## src/rtl/mux_sel_rr_arbiter_if.sv

```systemverilog
// Request/grant bundle between four requesters, the arbiter and the 4:1 mux.
// Latency: none, wires only.
// Backpressure: none; a requester holds its req bit until it is finished with the output.
// Ports: req_in[3:0] per-channel request; sel_out[1:0] mux select; gnt_out[3:0] one-hot grant;
//        valid_out is high while any grant is active.
interface mux_sel_rr_arbiter_if;
    logic [3:0] req_in;
    logic [1:0] sel_out;
    logic [3:0] gnt_out;
    logic       valid_out;

    // Arbiter side.
    modport master (
        input  req_in,
        output sel_out,
        output gnt_out,
        output valid_out
    );

    // Requester / mux side.
    modport slave (
        output req_in,
        input  sel_out,
        input  gnt_out,
        input  valid_out
    );
endinterface

```

## src/rtl/mux_sel_rr_arbiter.sv

```systemverilog
// Four-channel round-robin arbiter that drives the select code of a 4:1 bit mux.
// Latency: 1 cycle request-to-grant from idle; 0-cycle bubble on handover.
// Backpressure: a grant is capped at MAX_HOLD cycles, then priority rotates so no channel starves.
// Ports: clk_in rising-edge clock; rst_n_in synchronous active-low reset;
//        arb (master modport) carries req_in in, and sel_out / gnt_out / valid_out out.
// MAX_HOLD must lie in 1..255 and 2**CNT_W must exceed MAX_HOLD.
module mux_sel_rr_arbiter #(
    parameter int MAX_HOLD = 8,
    parameter int CNT_W    = 8
) (
    input  logic                   clk_in,
    input  logic                   rst_n_in,
    mux_sel_rr_arbiter_if.master   arb
);

    typedef enum logic {
        IDLE  = 1'b0,
        GRANT = 1'b1
    } state_t;

    state_t           state_q;
    logic [1:0]       sel_q;
    logic [3:0]       gnt_q;
    logic             valid_q;
    logic [1:0]       ptr_q;
    logic [CNT_W-1:0] hold_cnt_q;

    // Returns {found, index}: first set bit of req scanning start, start+1, ... mod 4.
    // Iterating the offsets downward lets the smallest offset overwrite the others.
    function automatic logic [2:0] rr_pick(input logic [3:0] req, input logic [1:0] start);
        logic [2:0] pick;
        logic [1:0] idx;
        pick = 3'b000;
        for (int i = 3; i >= 0; i--) begin
            idx = start + 2'(i);
            if (req[idx]) begin
                pick = {1'b1, idx};
            end
        end
        return pick;
    endfunction

    logic [1:0] search_start;
    logic [2:0] pick;
    logic       pick_found;
    logic [1:0] pick_idx;
    logic       hold_expired;
    logic       release_grant;

    always_comb begin
        // Idle searches from the rotating pointer; a releasing grant searches from
        // the channel after the current owner, which is the value ptr is about to take.
        search_start  = (state_q == GRANT) ? (sel_q + 2'd1) : ptr_q;
        pick          = rr_pick(arb.req_in, search_start);
        pick_found    = pick[2];
        pick_idx      = pick[1:0];
        hold_expired  = (hold_cnt_q == CNT_W'(MAX_HOLD));
        release_grant = !arb.req_in[sel_q] || hold_expired;
    end

    always_ff @(posedge clk_in) begin
        if (!rst_n_in) begin
            state_q    <= IDLE;
            sel_q      <= 2'd0;
            gnt_q      <= 4'b0000;
            valid_q    <= 1'b0;
            ptr_q      <= 2'd0;
            hold_cnt_q <= '0;
        end else begin
            case (state_q)
                IDLE: begin
                    // sel_q is left alone so the mux input stays stable while idle.
                    if (pick_found) begin
                        sel_q      <= pick_idx;
                        gnt_q      <= 4'b0001 << pick_idx;
                        valid_q    <= 1'b1;
                        hold_cnt_q <= CNT_W'(1);
                        state_q    <= GRANT;
                    end
                end
                GRANT: begin
                    if (!release_grant) begin
                        hold_cnt_q <= hold_cnt_q + CNT_W'(1);
                    end else begin
                        ptr_q <= sel_q + 2'd1;
                        if (pick_found) begin
                            // Back-to-back handover; the owner can only win again
                            // when it is the sole remaining requester.
                            sel_q      <= pick_idx;
                            gnt_q      <= 4'b0001 << pick_idx;
                            valid_q    <= 1'b1;
                            hold_cnt_q <= CNT_W'(1);
                        end else begin
                            gnt_q   <= 4'b0000;
                            valid_q <= 1'b0;
                            state_q <= IDLE;
                        end
                    end
                end
                default: begin
                    state_q <= IDLE;
                    gnt_q   <= 4'b0000;
                    valid_q <= 1'b0;
                end
            endcase
        end
    end

    assign arb.sel_out   = sel_q;
    assign arb.gnt_out   = gnt_q;
    assign arb.valid_out = valid_q;

endmodule

```

## src/flat_wrapper.sv

```systemverilog
// flat-port wrapper written by rule: the top's interface ports become plain ports
module mux_sel_rr_arbiter_flat 
#(
    parameter int MAX_HOLD = 8,
    parameter int CNT_W    = 8
)
  (clk_in, rst_n_in, arb_req_in, arb_sel_out, arb_gnt_out, arb_valid_out);
  mux_sel_rr_arbiter_if arb_i ();
  input  logic clk_in;
  input  logic rst_n_in;
  input wire logic [$bits(arb_i.req_in)-1:0] arb_req_in;
  output wire logic [$bits(arb_i.sel_out)-1:0] arb_sel_out;
  output wire logic [$bits(arb_i.gnt_out)-1:0] arb_gnt_out;
  output wire logic [$bits(arb_i.valid_out)-1:0] arb_valid_out;
  assign arb_i.req_in = arb_req_in;
  assign arb_sel_out = arb_i.sel_out;
  assign arb_gnt_out = arb_i.gnt_out;
  assign arb_valid_out = arb_i.valid_out;
  mux_sel_rr_arbiter #(.MAX_HOLD(MAX_HOLD), .CNT_W(CNT_W)) u_core (.clk_in(clk_in), .rst_n_in(rst_n_in), .arb(arb_i));
endmodule
```

## config.mk

```make
export PLATFORM = sky130hd
export DESIGN_NAME = mux_sel_rr_arbiter_flat
export DESIGN_NICKNAME = d
export VERILOG_FILES = /design/src/rtl/mux_sel_rr_arbiter_if.sv /design/src/rtl/mux_sel_rr_arbiter.sv /design/src/flat_wrapper.sv
export SDC_FILE = /design/constraint.sdc
export NUM_CORES = 1
export LEC_CHECK = 0
export ABC_CLOCK_PERIOD_IN_PS = 4690
export CAP_MARGIN = 40
export CORE_MARGIN = 2
export CORE_UTILIZATION = 40
export CTS_BUF_LIST = sky130_fd_sc_hd__clkbuf_4
export CTS_CLUSTER_DIAMETER = 30
export DETAILED_ROUTE_END_ITERATION = 7
export SKIP_LAST_GASP = 1
export SYNTH_ARGS = -nofsm -noshare
export SYNTH_HDL_FRONTEND = slang
export SYNTH_SLANG_ARGS = --single-unit
```

## constraint.sdc

```tcl
create_clock -name clk_in -period 4.69 [get_ports clk_in]
set_clock_uncertainty 0.05 [all_clocks]
set_input_delay 0.938 -clock clk_in [delete_from_list [all_inputs] [get_ports clk_in]]
set_output_delay 0.938 -clock clk_in [all_outputs]
set_load 0.05 [all_outputs]
```

; ---- Word level (Yosys, flattened, before mapping)
; Cells that the tools add are included.
; W data, S select, Z words.
[op_classes]
n_addsub = 5
magnitude_cmp = 5
eq_ne = 3
n_shift = 1
mux = 31
bitwise = 1
n_reduce_logical = 4
[op_table]
columns = op, n
row1 = $mux W8, 2
row2 = $pmux W8 S2, 1
row3 = $lt A2 B3 Y1 const B, 5
row4 = $mux W3, 4
row5 = $mux W4, 3
row6 = $bmux W1 S2, 5
row7 = $mux W1, 9
row8 = $add A8 B1 Y8 const B, 1
row9 = $eq A8 B4 Y1 const B, 1
row10 = $pmux W4 S2, 1
row11 = $mux W2, 3
row12 = $add A2 B1 Y2 const B, 2
row13 = $add A2 B2 Y2 const B, 2
row14 = $pmux W1 S2, 2
row15 = $pmux W2 S2, 1
row16 = $reduce_and A2 Y1, 2
row17 = $shl A1 B2 Y4 const A, 1
row18 = $ne A2 B1 Y1 const B, 1
row19 = $ne A2 B2 Y1 const B, 1
row20 = $logic_not A1 Y1, 1
row21 = $logic_or A1 B1 Y1, 1
row22 = $not A1 Y1, 1
[word_totals]
reg_bits = 18
output_inout_bits = 7

; ---- Logic depth before layout (Yosys ltp)
[logic_depth]
depth_word = 13
ltp_mapped = 8
mapped_depth_nobuf = 7

; ---- Worst setup path before layout
; Ideal clock, no wire load.
[synth_timing]
kind = input to register
startpoint = in arb_req_in[0]
endpoint = reg u_core.gnt_q[3], in the netlist u_core.arb.gnt_out[3]
setup_ps = 114
t_arrival_ps = 2037
t_required_ps = 4526
path_slack_ps = 2488
cell_stages = 6
path_buffers = 1
path_cell_list = mux2_4 > o2bb2ai_4 > and2_4 > buf_6 > o21a_4 > a2bb2o_4
[synth_via]
elab_chain_cells = 10
elab_cells_between_ends = 24
classes_between = 2 x eq/ne / 1 x shift / 18 x mux / 3 x reduce/logical
[synth_rtl]
columns = item, line_no
row1 = "start, declared", flat_wrapper.sv:11  ; input wire logic [$bits(arb_i.req_in)-1:0] arb_req_in;
row2 = $bmux W1 S2, mux_sel_rr_arbiter.sv:36  ; if (req[idx]) begin
row3 = $mux W1 (not written as such), mux_sel_rr_arbiter.sv:36
row4 = $mux W3 (4 in a row), mux_sel_rr_arbiter.sv:36
row5 = $shl A1 B2 Y4, "mux_sel_rr_arbiter.sv:75, mux_sel_rr_arbiter.sv:90"
row6 = $mux W4, mux_sel_rr_arbiter.sv:86  ; if (pick_found) begin
row7 = $mux W4, mux_sel_rr_arbiter.sv:82  ; if (!release_grant) begin
row8 = $pmux W4 S2, mux_sel_rr_arbiter.sv:70  ; case (state_q)
row9 = "end signal, assigned", mux_sel_rr_arbiter.sv:75  ; gnt_q <= 4'b0001 << pick_idx;
row10 = "end signal, assigned", mux_sel_rr_arbiter.sv:90  ; gnt_q <= 4'b0001 << pick_idx;
row11 = "end, declared", mux_sel_rr_arbiter.sv:23  ; logic [3:0] gnt_q;
; Several ways; a longest one is shown, not always the timed one. The select of a mux whose other input is x is not followed.
; A chain may end at the register's enable or synchronous reset.

; ---- Worst setup path in the final report
[layout_timing]
startpoint = reg u_core.sel_q[1], in the netlist u_core.arb.sel_out[1]
endpoint = out arb_sel_out[1]
[layout_rtl]
columns = item, line_no
row1 = "start, declared", mux_sel_rr_arbiter.sv:22  ; logic [1:0] sel_q;
row2 = "start signal, assigned", mux_sel_rr_arbiter.sv:74  ; sel_q <= pick_idx;
row3 = "start signal, assigned", mux_sel_rr_arbiter.sv:89  ; sel_q <= pick_idx;
row4 = "end, declared", flat_wrapper.sv:12  ; output wire logic [$bits(arb_i.sel_out)-1:0] arb_sel_out;
; No word-level cell between the ends.

==> results.md <==
Run status:
- The flow ran to the end, and the final reports show no timing, DRC or antenna violations.

Clock tree:
- CTS built an H-tree with a depth of 1.
- Clock-pin slew was measured on the worst setup and hold paths at 0.10 ns.
- The clock sink total is 18.
- The number of setup buffers added after CTS is 0.
- The insertion delay of the later-clocked pin in the worst-skew pair is 0.29 ns.
- The number of clock buffers added by TritonCTS is 3.
- TritonCTS built the clock tree.
- The library cell used as clock root buffer is sky130_fd_sc_hd__clkbuf_4.
- The post-CTS resize count is 0.
- Counting along the longest clock path gives a buffer depth of 2.
- The count of hold buffers inserted by post-cts repair is 0.

STA:
- The worst slew margin relative to its limit is 66.6%.
- The setup slack of the critical path after layout is 2.02 ns.
- The final-report hold violation count was 0.
- The measured slew at the worst slew-check pin is 0.499 ns.
- The time the worst path needs with I/O delays and setup is 2.67 ns.
- The final number of setup-violating endpoints is 0.
- Setup repair after global routing left no endpoint under its margin.
- Timing would allow up to 375 MHz.
- The share of the cycle needed by the critical path after routing is 56.9%.
- In the final timing run, aggregate negative setup slack is 0 ns.
- The max-slew violation count came to 0.

Global routing:
- The global-route usage over all layers is 15.1%.
- The initial antenna violation count is 0.
- Entering global routing, the biggest net connects 13 pins.
- The number of global-route vias before repair was 795.
- The total congestion overflow is 0.
- The first global-routing pass estimated 3730 µm of wire.

Worst setup path:
- The startpoint of the most critical setup path is u_core.arb.sel_out[1].
- The number of cells on the critical path is 1.
- The top fanout value on the critical path is 7.
- For this run, the slowest stage of the critical path takes 0.87 ns.
- The arrival time of data at the critical path endpoint is 1.68 ns.
- The data required time of the worst path is 3.70 ns.
- The type of the worst setup path is reg -> out.
- STA classifies the critical path startpoint as a register.
- In this design, the largest share of critical-path delay is due to buffers and inverters.
- The last element of the critical path is arb_sel_out[1].
- Counting both buffers and inverters, the worst setup path holds a total of 1.
- The library cell contributing the largest single delay on the critical path is sky130_fd_sc_hd__clkdlybuf4s50_1.
- The register-to-register setup slack is 2.77 ns.
- The startpoint identified for the worst register-to-register timing path is u_core.arb.sel_out[1].
- Measured in cells, the most critical reg-to-reg path has a length of 5.
- The type of destination of the critical path is a primary output.
- Traced cell by cell, the critical path runs through clkdlybuf4s50_1.
- The terminus of the critical flop-to-flop path is u_core.arb.gnt_out[3].

Final layout:
- The number of fill cells is 255.
- The area added between synthesis and finish is 14.5%.
- Excluding fillers, the count of instances in the completed layout stands at 155.
- Cells fill 48.6% of the core in the end.
- Leaving out fill and tap cells, the most frequent cell in the layout is sky130_fd_sc_hd__dfxtp_1.
- In the final layout, the share of cells above drive strength 1 is 13.6%.
- In the layout the commonest cells are 18 x sky130_fd_sc_hd__dfxtp_1, 12 x sky130_fd_sc_hd__clkdlybuf4s50_1, 11 x sky130_fd_sc_hd__nor2_1, 7 x sky130_fd_sc_hd__inv_1.
- The sequential cells in the finished layout cover a total of 360 µm².
- After the last flow step, the layout net total stands at 135.
- The multi-input combinational cell area is 648 µm².
- The number of antenna diodes is 0.

Synth:
- The distinct cell type count of the synthesized netlist is 47.
- The share of the Yosys chip area taken by registers is 34.0%.
- After synthesis the cells add up to 0.00106 mm².
- After synthesis, the mean cell area works out to 9.39 µm².
- The proportion of register bits with asynchronous set or reset after synthesis is 0%.
- The number of warning messages in the yosys log is 0.
- The synthesized flop and latch total is 18.
- Yosys mapped a number of flops with a built-in enable equal to 0.
- The number of cells produced by synthesis is 113.
- In the synthesized netlist the dominant register cell turns out to be sky130_fd_sc_hd__dfxtp_1.
- The net count after synthesis is 121.

Pwr:
- For this design the ratio of total power to cell area is 298 mW/mm².
- The worst-case IR drop observed on VDD is 0.154 mV.
- The leakage component of the power is 0.000485 µW.

Floorplan:
- The full die area is 0.00308 mm².
- The floorplan step defined a core boundary enclosing 0.00250 mm².
- From bottom edge to top edge, the die measures 55.5 µm.
- The cell row count is 18.
- The top-level I/O count is 13.
- The initial utilization of the core area, before any placement, comes to 42.4%.
- The x dimension of the die is 55.5 µm.

Detailed routing:
- The wire length after detailed routing is 2210 µm.
- The detailed-router iteration count before antenna repair is 4.
- The final routed wire length divided by cell count is 14.2 µm.
- The routed layout has 882 vias.
- After detailed routing, the number of remaining DRC violations is 0.
- Once detail routing completed, the nets flagged for antenna violations numbered 0.
- The mean number of vias per cell is 5.69.
- For this block, the initial DRC count from the detailed router was 23.

Placement:
- The worst setup timing slack at the placement stage is 1.81 ns.
- Detailed placement ended at an HPWL of 1640 µm.
- The number of buffers inserted by port buffering is 12.
- The congestion estimate from routability-driven global placement came to 0.814.
- The count of placed standard cells including taps is 152.

Job:
- The number of max-capacitance violations reported is 0.

Min path:
- The tightest min-delay check is of the reg -> reg type.
==> report_power, final <==
part	internal (µW)	switching (µW)	leakage, µW	total, µW
combinational	47.0	64.4	0.000324	111
clock	29.9	46.2	0.0000138	76.0
sequential	163	11.6	0.000147	174
total	240	122	0.000485	362
==> worst min path at each step <==
| stage | depth (start not counted) | endpoint | slack [ns] | from |
|---|---|---|---|---|
| 2_1_floorplan | 1 | u_core.hold_cnt_q[2] | 0.43 | u_core.hold_cnt_q[2] |
| 3_3_place_gp | 1 | u_core.arb.gnt_out[1] | 0.40 | u_core.arb.gnt_out[1] |
| 3_5_place_dp | 1 | u_core.arb.gnt_out[1] | 0.41 | u_core.arb.gnt_out[1] |
| 4_1_cts | 1 | u_core.arb.gnt_out[1] | 0.44 | u_core.arb.gnt_out[1] |
| 5_1_grt | 1 | u_core.arb.gnt_out[1] | 0.45 | u_core.arb.gnt_out[1] |
| 6_report | 1 | u_core.arb.gnt_out[1] | 0.43 | u_core.arb.gnt_out[1] |
==> Yosys cell counts, drive strengths merged, types with 2 or more instances <==
| cell | number | area (µm²) |
|---|---|---|
| dfxtp | 18 | 360 |
| nor2 | 11 | 41.3 |
| inv | 7 | 26.3 |
| a21oi | 6 | 33.8 |
| mux2i | 5 | 50.1 |
| nand2 | 5 | 18.8 |
| nand2b | 4 | 25.0 |
| o21a | 4 | 37.5 |
| or2 | 4 | 25.0 |
| a311oi | 3 | 32.5 |
| and3 | 3 | 18.8 |
| and3b | 3 | 26.3 |
| nand4 | 3 | 18.8 |
| a21o | 2 | 15.0 |
| a22o | 2 | 17.5 |
| and2 | 2 | 15.0 |
| buf | 2 | 22.5 |
| ha | 2 | 25.0 |
| nand3 | 2 | 10.0 |
| nand3b | 2 | 15.0 |
| nor3 | 2 | 15.0 |
| o21ai | 2 | 10.0 |
| o2bb2ai | 2 | 36.3 |
==> registers in the layout, summed over array words and instances, names as in the netlist <==
signal                count
u_core.arb.valid_out      1
u_core.ptr_q              2
u_core.hold_cnt_q         8
u_core.arb.gnt_out        4
u_core.arb.sel_out        2
u_core.state_q            1
==> per-stage QoR <==
| stage | hold slack, ns | total power (µW) | cell area [µm²] |
|---|---|---|---|
| global placement | 0.405 | 289 | 1190 |
| CTS | 0.436 | 366 | 1210 |
| detailed placement | 0.406 | 289 | 1190 |
| floorplan | 0.427 | 261 | 1060 |
| global route | 0.452 | 381 | 1210 |
| finish | 0.427 | 362 | 1210 |
==> per-layer routing <==
metal  part of all wire (%)  track usage, %  wire [µm]  vias to the layer above
met5                      0               0          0                        -
met4                    1.1            5.23         25                        0
met3                    2.7            3.51         60                        4
met2                     44            20.9        978                       12
met1                     52            22.6       1140                      422
li1                       -               -          -                      444
==> logic make-up (layout without fill, tap and decap cells) <==
group	after synthesis	count (layout)	synth area share, %
AO/OA/AOI/OAI	31	31	26.1
adder cells (fa/ha/maj)	2	2	2.36
XOR/XNOR	1	1	0.826
AND/OR/NAND/NOR	45	45	25.7
flip-flops	18	18	34.0
multiplexers	6	6	6.13
buffers and inverters	10	22	4.95
==> cell type report <==
| class | instances | share of cell area, % |
|---|---|---|
| inverter | 7 | 2.16 |
| tap | 30 | 3.09 |
| timing repair buffer | 12 | 9.89 |
| sequential | 18 | 29.7 |
| clock buffer | 3 | 1.85 |
| multi-input combinational | 85 | 53.3 |
No activity file was read; power rests on OpenSTA's default activity.
